===== src/rtl/seg_link_pkg.sv =====
// Shared definitions for the serial digit link: frame geometry, link FSM
// states and the hex-to-segment lookup table.
package seg_link_pkg;

    // Payload bits per frame ({addr[1:0], seg[7:0]}) and serial clock pulses
    // per frame (payload plus the trailing latch pulse).
    localparam int FRAME_BITS       = 10;
    localparam int PULSES_PER_FRAME = 11;

    // Width of the phase counter; wide enough for GAP_CYCLES up to 16M.
    localparam int PHASE_W = 24;

    typedef enum logic [1:0] {
        IDLE,
        LOW,
        HIGH,
        GAP
    } link_state_e;

    // Segment patterns for hex digits 0..F.
    // Bit order: 0 right-high, 1 top, 2 left-high, 3 left-low, 4 bottom,
    // 5 right-low, 6 middle. Listed F first so that index [n] is digit n.
    localparam logic [15:0][6:0] HEX_SEG_TABLE = {
        7'h4E, 7'h5E, 7'h79, 7'h1E,   // F E d C
        7'h7C, 7'h6F, 7'h77, 7'h7F,   // b A 9 8
        7'h23, 7'h7E, 7'h76, 7'h65,   // 7 6 5 4
        7'h73, 7'h5B, 7'h21, 7'h3F    // 3 2 1 0
    };

endpackage


===== src/rtl/seg_hex_decode.sv =====
// Combinational hex nibble to 7-segment pattern decoder.
module seg_hex_decode
    import seg_link_pkg::*;
(
    input  logic [3:0] nibble,
    output logic [6:0] seg
);

    assign seg = HEX_SEG_TABLE[nibble];

endmodule


===== src/rtl/serial_digit_sender.sv =====
// Serialises (digit address, segment pattern) requests onto a slow two-wire
// clock/data link: 10 data pulses MSB first, one latch pulse, then an idle gap.
// Optional build macro SEG_HEX_DECODE_EN: segData[3:0] is treated as a hex
// nibble and decoded to a segment pattern (segData[7] stays the DP bit).
module serial_digit_sender
    import seg_link_pkg::*;
#(
    parameter int unsigned HALF_PERIOD = 240000,
    parameter int unsigned GAP_CYCLES  = 480000
) (
    input  logic       clock,
    input  logic       resetN,
    input  logic [1:0] digitAddr,
    input  logic [7:0] segData,
    input  logic       sendValid,
    output logic       sendReady,
    output logic       busy,
    output logic       serialClockOut,
    output logic       serialDataOut
);

    localparam logic [PHASE_W-1:0] HALF_LAST = PHASE_W'(HALF_PERIOD - 1);
    localparam logic [PHASE_W-1:0] GAP_LAST  = PHASE_W'(GAP_CYCLES - 1);
    localparam logic [3:0]         LAST_BIT  = 4'(PULSES_PER_FRAME - 1);

    link_state_e state;
    link_state_e state_next;

    logic [PHASE_W-1:0]    phase_cnt;
    logic [3:0]            bit_idx;
    logic [FRAME_BITS-1:0] shift_word;
    logic [FRAME_BITS-1:0] frame_word;
    logic                  data_bit;
    logic                  accept;
    logic                  phase_done;

`ifdef SEG_HEX_DECODE_EN
    logic [6:0] hex_seg;

    seg_hex_decode u_hex_decode (
        .nibble (segData[3:0]),
        .seg    (hex_seg)
    );

    assign frame_word = {digitAddr, segData[7], hex_seg};
`else
    assign frame_word = {digitAddr, segData};
`endif

    assign accept         = sendValid && (state == IDLE);
    assign sendReady      = (state == IDLE);
    assign busy           = (state != IDLE);
    assign serialClockOut = (state == HIGH);
    assign serialDataOut  = data_bit;

    // State register; reset forces the link lines low without waiting for a clock.
    always_ff @(posedge clock or negedge resetN) begin
        if (!resetN) begin
            state <= IDLE;
        end else begin
            state <= state_next;
        end
    end

    // Next-state logic: each LOW/HIGH phase and the gap end on their terminal count.
    always_comb begin
        state_next = state;
        phase_done = 1'b0;
        unique case (state)
            IDLE: begin
                if (accept) begin
                    state_next = LOW;
                end
            end
            LOW: begin
                phase_done = (phase_cnt == HALF_LAST);
                if (phase_done) begin
                    state_next = HIGH;
                end
            end
            HIGH: begin
                phase_done = (phase_cnt == HALF_LAST);
                if (phase_done) begin
                    state_next = (bit_idx == LAST_BIT) ? GAP : LOW;
                end
            end
            GAP: begin
                phase_done = (phase_cnt == GAP_LAST);
                if (phase_done) begin
                    state_next = IDLE;
                end
            end
            default: begin
                state_next = IDLE;
            end
        endcase
    end

    // Phase counter restarts at zero on every state change so each phase lasts exactly N cycles.
    always_ff @(posedge clock or negedge resetN) begin
        if (!resetN) begin
            phase_cnt <= '0;
        end else if (state_next != state) begin
            phase_cnt <= '0;
        end else if (state != IDLE) begin
            phase_cnt <= phase_cnt + PHASE_W'(1);
        end
    end

    // Data path: the next bit is loaded as LOW is entered so it is stable across the whole pulse;
    // zeros shifted in behind the payload make the latch slot and gap drive 0.
    always_ff @(posedge clock or negedge resetN) begin
        if (!resetN) begin
            bit_idx    <= '0;
            shift_word <= '0;
            data_bit   <= 1'b0;
        end else if (accept) begin
            bit_idx    <= '0;
            data_bit   <= frame_word[FRAME_BITS-1];
            shift_word <= {frame_word[FRAME_BITS-2:0], 1'b0};
        end else if ((state == HIGH) && phase_done) begin
            if (bit_idx == LAST_BIT) begin
                data_bit <= 1'b0;
            end else begin
                bit_idx    <= bit_idx + 4'd1;
                data_bit   <= shift_word[FRAME_BITS-1];
                shift_word <= {shift_word[FRAME_BITS-2:0], 1'b0};
            end
        end
    end

endmodule


===== config.mk =====
export PLATFORM = sky130hd
export DESIGN_NAME = serial_digit_sender
export DESIGN_NICKNAME = d
export VERILOG_FILES = /design/src/rtl/seg_link_pkg.sv /design/src/rtl/seg_hex_decode.sv /design/src/rtl/serial_digit_sender.sv
export SDC_FILE = /design/constraint.sdc
export NUM_CORES = 1
export LEC_CHECK = 0
export CAP_MARGIN = 20
export CORE_ASPECT_RATIO = 1.25
export CORE_MARGIN = 5
export CORE_UTILIZATION = 50
export DETAILED_ROUTE_END_ITERATION = 10
export DONT_BUFFER_PORTS = 1
export GPL_ROUTABILITY_DRIVEN = 1
export PLACE_DENSITY = 0.71
export SETUP_SLACK_MARGIN = 0.3
export SYNTH_ARGS = -nofsm -noshare
export SYNTH_HDL_FRONTEND = slang
export SYNTH_SLANG_ARGS = --single-unit

===== constraint.sdc =====
create_clock -name clock -period 2.3 [get_ports clock]
set_clock_uncertainty 0.15 [all_clocks]
set_input_delay 0.69 -clock clock [delete_from_list [all_inputs] [get_ports clock]]
set_output_delay 0.69 -clock clock [all_outputs]
set_load 0.01 [all_outputs]

# Word level (Yosys, flattened, before mapping)
# Index checks and enable logic that the tools add are counted.
totals:
  in_bits: 13
  word_cells: 41
  regBits: 41
  output_inout_bits: 4
classes:
  muxes: 18
  eq_ne: 8
  addsub: 2
  reduce_logical: 8
op_table:
  columns: ["cell", "count"]
  rows:
  - ["two-way mux 24 bit", 2]
  - ["two-way mux 10 bit", 3]
  - ["adder 24 x 1 -> 24 bit (second input constant)", 1]
  - ["equality test 24 x 18 -> 1 bit (second input constant)", 1]
  - ["equality test 24 x 19 -> 1 bit (second input constant)", 1]
  - ["two-way mux 4 bit", 3]
  - ["two-way mux 2 bit", 5]
  - ["one-hot mux 2 bit (4 select lines)", 1]
  - ["nonzero test 2 bit", 3]
  - ["adder 4 x 1 -> 4 bit (second input constant)", 1]
  - ["equality test 2 bit (second input constant)", 2]
  - ["equality test 4 bit (second input constant)", 1]
  - ["two-way mux 1 bit", 3]
  - ["equality test 2 x 1 -> 1 bit (second input constant)", 1]
  - ["logical AND 1 bit", 2]
  - ["logical NOT 2 bit", 1]
  - ["!= test 2 bit", 1]
  - ["!= test 2 bit (second input constant)", 1]
  - ["one-hot mux 1 bit (2 select lines)", 1]
  - ["AND reduction 2 bit", 1]
  - ["OR reduction 2 bit", 1]

# Depth between registers and ports, before layout
depth:
  word_depth: 6
  mapped_depth: 9
  ltp_nobuf: 8

# Worst setup path before layout
# No wires, ideal clock.
synth_timing:
  kind: "register to register"
  startpoint: "register phase_cnt[12]"
  endpoint: "register shift_word[3]"
  required_time_ns: 2.027
  setup_time_ns: 0.123
  n_path_buf: 1
  synth_period_minus_slack_ns: 2.544
  path_stages_with_launch: 8
  arrival_time_ns: 2.271
  slack_ns: -0.244
  path_cell_list: "dfrtp_1 -> nand4bb_1 -> or4_4 -> or3_4 -> a211oi_4 -> buf_8 -> mux2i_1 -> a21oi_1"
synth_between:
  elab_chain_cells: 5
  word_cells_on_any_way: 6
synth_lines:
  columns: ["element", "line", "text"]
  rows:
  - ["start: declaration", "serial_digit_sender.sv:29", "logic [PHASE_W-1:0] phase_cnt;"]
  - ["start signal: assignment", "serial_digit_sender.sv:106", "phase_cnt <= phase_cnt + PHASE_W'(1);"]
  - ["equality test 24 x 19 -> 1 bit or equality test 24 x 18 -> 1 bit (tied branches)", "serial_digit_sender.sv:88, serial_digit_sender.sv:76, serial_digit_sender.sv:82", null]
  - ["one-hot mux 1 bit (2 select lines) *", "serial_digit_sender.sv:69", "unique case (state)"]
  - ["logical AND 1 bit *", "serial_digit_sender.sv:121", "end else if ((state == HIGH) && phase_done) begin"]
  - ["nonzero test 2 bit (no line) *", null, null]
  - ["AND reduction 2 bit (no line) *", null, null]
  - ["end signal: assignment", "serial_digit_sender.sv:120", "shift_word <= {frame_word[FRAME_BITS-2:0], 1'b0};"]
  - ["end signal: assignment", "serial_digit_sender.sv:127", "shift_word <= {shift_word[FRAME_BITS-2:0], 1'b0};"]
  - ["end: declaration", "serial_digit_sender.sv:31", "logic [FRAME_BITS-1:0] shift_word;"]
# Every way passes the cells marked *; elsewhere a longest branch is shown, timed or not.
# A chain may end at the register's enable or synchronous reset.

# Final worst setup path
layout_timing:
  startpoint: "register phase_cnt[12]"
  endpoint: "register phase_cnt[12]"
layout_between:
  elab_chain_cells: 5
  word_cells_on_any_way: 11
layout_lines:
  columns: ["element"]
  rows:
  - ["branches (longest 5 deep; another with adder 24 x 1 -> 24 bit)"]
# Several ways; the timed one is not identified. The select of a mux whose other input is x is not followed.

==> impl_results.md <==
- Worst Path Max Fanout: 6
- Antenna-violating nets left: 0
- Async set-reset flop share out of synthesis: 1.00
- Post-synth EDFFs: 0
- Final HPWL DP: 3390 um
- GR Layer Usage met3: 0.0391
- Met2 Use GR: 0.310
- Post-placement cell area: 2600 um2
- Slew @ Worst Pin: 435 ps
- Area grow syn2layout: 36.9%
- Final Non-Filler Cells: around 350
- # diodes: 0
- Req. time, crit path: 2340 ps
- Status: finished, violations left
- Fill cell count: 310
- TritonCTS clock tree: yes
- Fin crit period: about 2500 ps
- # H-tree levels: 2
- Synthesized flop and latch total: 40
- Distinct cells, synth: 49
- Via Count: approximately 1900
- GRT busiest layer: met2
- Syn. warnings: 0
- Port bufs: 0
- Drt drc: 0
- Failing checks: negative setup slack
- CP Launch Point: phase_cnt[12]
- Mapped Nets: 250
- Die X: 70.0 um
- Worst setup SP type: flop
- Avg Cell Area, Syn: 9.78 um2
- Peak VDD IR: 262 uV
- Clock Latency Late Sink: 300 ps
- Critical R2R Launch: phase_cnt[12]
- Initial Utilization: 0.512
- Max stage delay on crit path: 510 ps
- Total power: about 0.0013 W
- R2R depth: 10
- Share of layout cells above drive strength 1: 0.328
- Largest cells by area after synthesis: dfrtp_1, xor2_1, nor2_1
- Reg clk slew, reported paths: approximately 90 ps
- Met1 Use GR: 0.205
- Cell count after placement: 320
- WHS: 72.1 ps
- CP cell instances: nand4bb_1 > or4_4 > buf_6 > buf_6 > o21ai_2 > nand2_2 > o311ai_4 > buf_6 > clkbuf_16 > nor2_1
- Crit end category: flop
- Max Clk Rate: 393 MHz
- Largest net degree at the start of global routing: 41
- Hold Path Class: input port to asynchronous set/reset pin
- Die Y: 85.0 um
- Post-synth top area share: 0.445
- Leakage: around 1.4 nW
- WL per Instance: 16.8 um
- Clk root buf: clkbuf_8
- Slew Viols, Final: 0
- Crit-path slowest cell: or4_4
- Fin. Hold Viols: 0
- Die area: around 5900 um2
- Max Cap Violations: 0
- TritonCTS sink count: 40
- Rows: 27
- Arr. time, crit path: roughly 2600 ps
- Vias in the first global route: 1831
- CP Class: flop to flop
- Final setup viols: 38
- PD cells: approximately 420 nW/um2
- Total Wirelength: approximately 6000 um
- GPL Wtd Cong: 0.774
- Slew headroom: 0.708
- Iteration-0 DRC Markers: 129
- RSZ-0062 raised after global routing: yes
- Tcrit/Tclk final: 1.10
- CTS Buffer Depth: 2
- Cell taking the most area after synthesis: dfrtp_1
- Total core area: 4390 um2
- Finished Cell Area: 3080 um2
- Cell mode on critical path: buf_6
- Initial antenna violation count: 0
- All-Layer GR Usage: 0.177
- Vias/cell: 5.49
- Final critical-path setup slack: -241 ps
- Top_reg_cell synth: dfrtp_1
- Net count, final: just over 300
- Grt total ovfl: 0
- IO Count: 17
- DRT Pass-1 Iters: 4
- Total CTS buffers: 5
- Post-synthesis sequential area ratio: 0.445
- First-pass GRT wire length: 8410 um
- Synth Cell Area: 2250 um2
- Gate count after technology mapping: 230
[per-layer routing]
layer	part of all wire	vias up	wire [um]
li1	-	907	-
met1	0.40	938	2340
met5	0	-	0
met4	0.028	0	164
met3	0.042	17	245
met2	0.53	50	3090
[flip-flops by register name (all words and copies together) (netlist names)]
| signal | flops |
|---|---|
| shift_word | 9 |
| phase_cnt | 24 |
| bit_idx | 4 |
| state | 2 |
| serialDataOut | 1 |
[worst max-delay path: cells and delay by family (launching register included)]
kind	cells	cell delay, ps
AO/OA/AOI/OAI	2	430
buffers and inverters	4	570
flip-flops	1	410
AND/OR/NAND/NOR	4	870
[cell usage in the layout, fill, tap and decap left out, types with 3 or more instances in the layout]
| cell type | Yosys | final |
|---|---|---|
| nand3_1 | 8 | 8 |
| nor2_1 | 35 | 32 |
| xnor2_1 | 8 | 8 |
| nor3_1 | 5 | 5 |
| ha_1 | 7 | 5 |
| buf_12 | 0 | 4 |
| clkbuf_16 | 0 | 3 |
| nand4_1 | 7 | 7 |
| buf_4 | 0 | 42 |
| dfrtp_1 | 40 | 40 |
| mux2i_1 | 10 | 10 |
| buf_6 | 0 | 12 |
| inv_1 | 10 | 7 |
| a21oi_1 | 12 | 11 |
| and3_1 | 4 | 4 |
| nand2_1 | 16 | 15 |
| xor2_1 | 16 | 16 |
| nor2b_1 | 4 | 3 |
| clkbuf_8 | 2 | 5 |
[synthesized netlist by cell type, types with 2 or more instances]
cell	n
a21oi_1	12
and2_1	2
and3_1	4
and4_1	2
buf_2	2
clkbuf_1	2
clkbuf_8	2
dfrtp_1	40
ha_1	7
inv_1	10
mux2i_1	10
nand2_1	16
nand2b_1	2
nand3_1	8
nand3b_1	2
nand4_1	7
nor2_1	35
nor2b_1	4
nor3_1	5
nor3b_1	2
o21ai_0	4
o31ai_1	3
xnor2_1	8
xor2_1	16
[metrics by stage]
| step | TNS, ps | utilization | setup slack [ps] |
|---|---|---|---|
| after global placement | -622 | 0.593 | -85.4 |
| after detailed placement | -1890 | 0.593 | -144 |
| after floorplan | -1660 | - | -215 |
| after CTS | -2030 | 0.666 | -130 |
| final | -7260 | 0.701 | -241 |
| after global routing | -10890 | 0.701 | -345 |
[worst paths after layout]
kind / endpoint / slack [ps]
max reg2reg: phase_cnt[12] / -240
min in group clock: shift_word[1] / 380
max: phase_cnt[12] / -240
max in group asynchronous: phase_cnt[3] / 1710
min: phase_cnt[2] / 70
min reg2reg: shift_word[1] / 390
[area by class of cell]
| cell class | count | area [um2] | share of cell area |
|---|---|---|---|
| flip-flops and latches | 40 | 1000 | 0.325 |
| clock buffers | 6 | 72.6 | 0.0236 |
| clock inverters | 2 | 35.0 | 0.0114 |
| repair buffers | 61 | 606 | 0.197 |
| multi-input cells | 171 | 1250 | 0.407 |
| well taps | 58 | 72.6 | 0.0236 |
| inverters | 10 | 40.0 | 0.0130 |
[power by group]
part | switching [W] | total (W) | internal [W]
Combinational | 0.0000132 | 0.0000169 | 0.00000374
Sequential | 0 | 0.000703 | 0.000703
Clock | 0.000244 | 0.000566 | 0.000322
[logic make-up after synthesis]
group | after synthesis | synth area share
multiplexers | 11 | 0.0495
XOR/XNOR | 24 | 0.0934
flip-flops | 40 | 0.445
adder cells (fa/ha/maj) | 7 | 0.0389
buffers and inverters | 19 | 0.0506
AO/OA/AOI/OAI | 30 | 0.0912
AND/OR/NAND/NOR | 99 | 0.231
[timing repair]
action,in CTS,in global routing
pin swaps,2,4
gates cloned,0,4
setup buffers,12,3
resized for setup,27,12
endpoints found under the setup margin,43,43
hold buffers,1,0
endpoints found under the hold margin,40,0
Power figures use the tool's default switching activity.
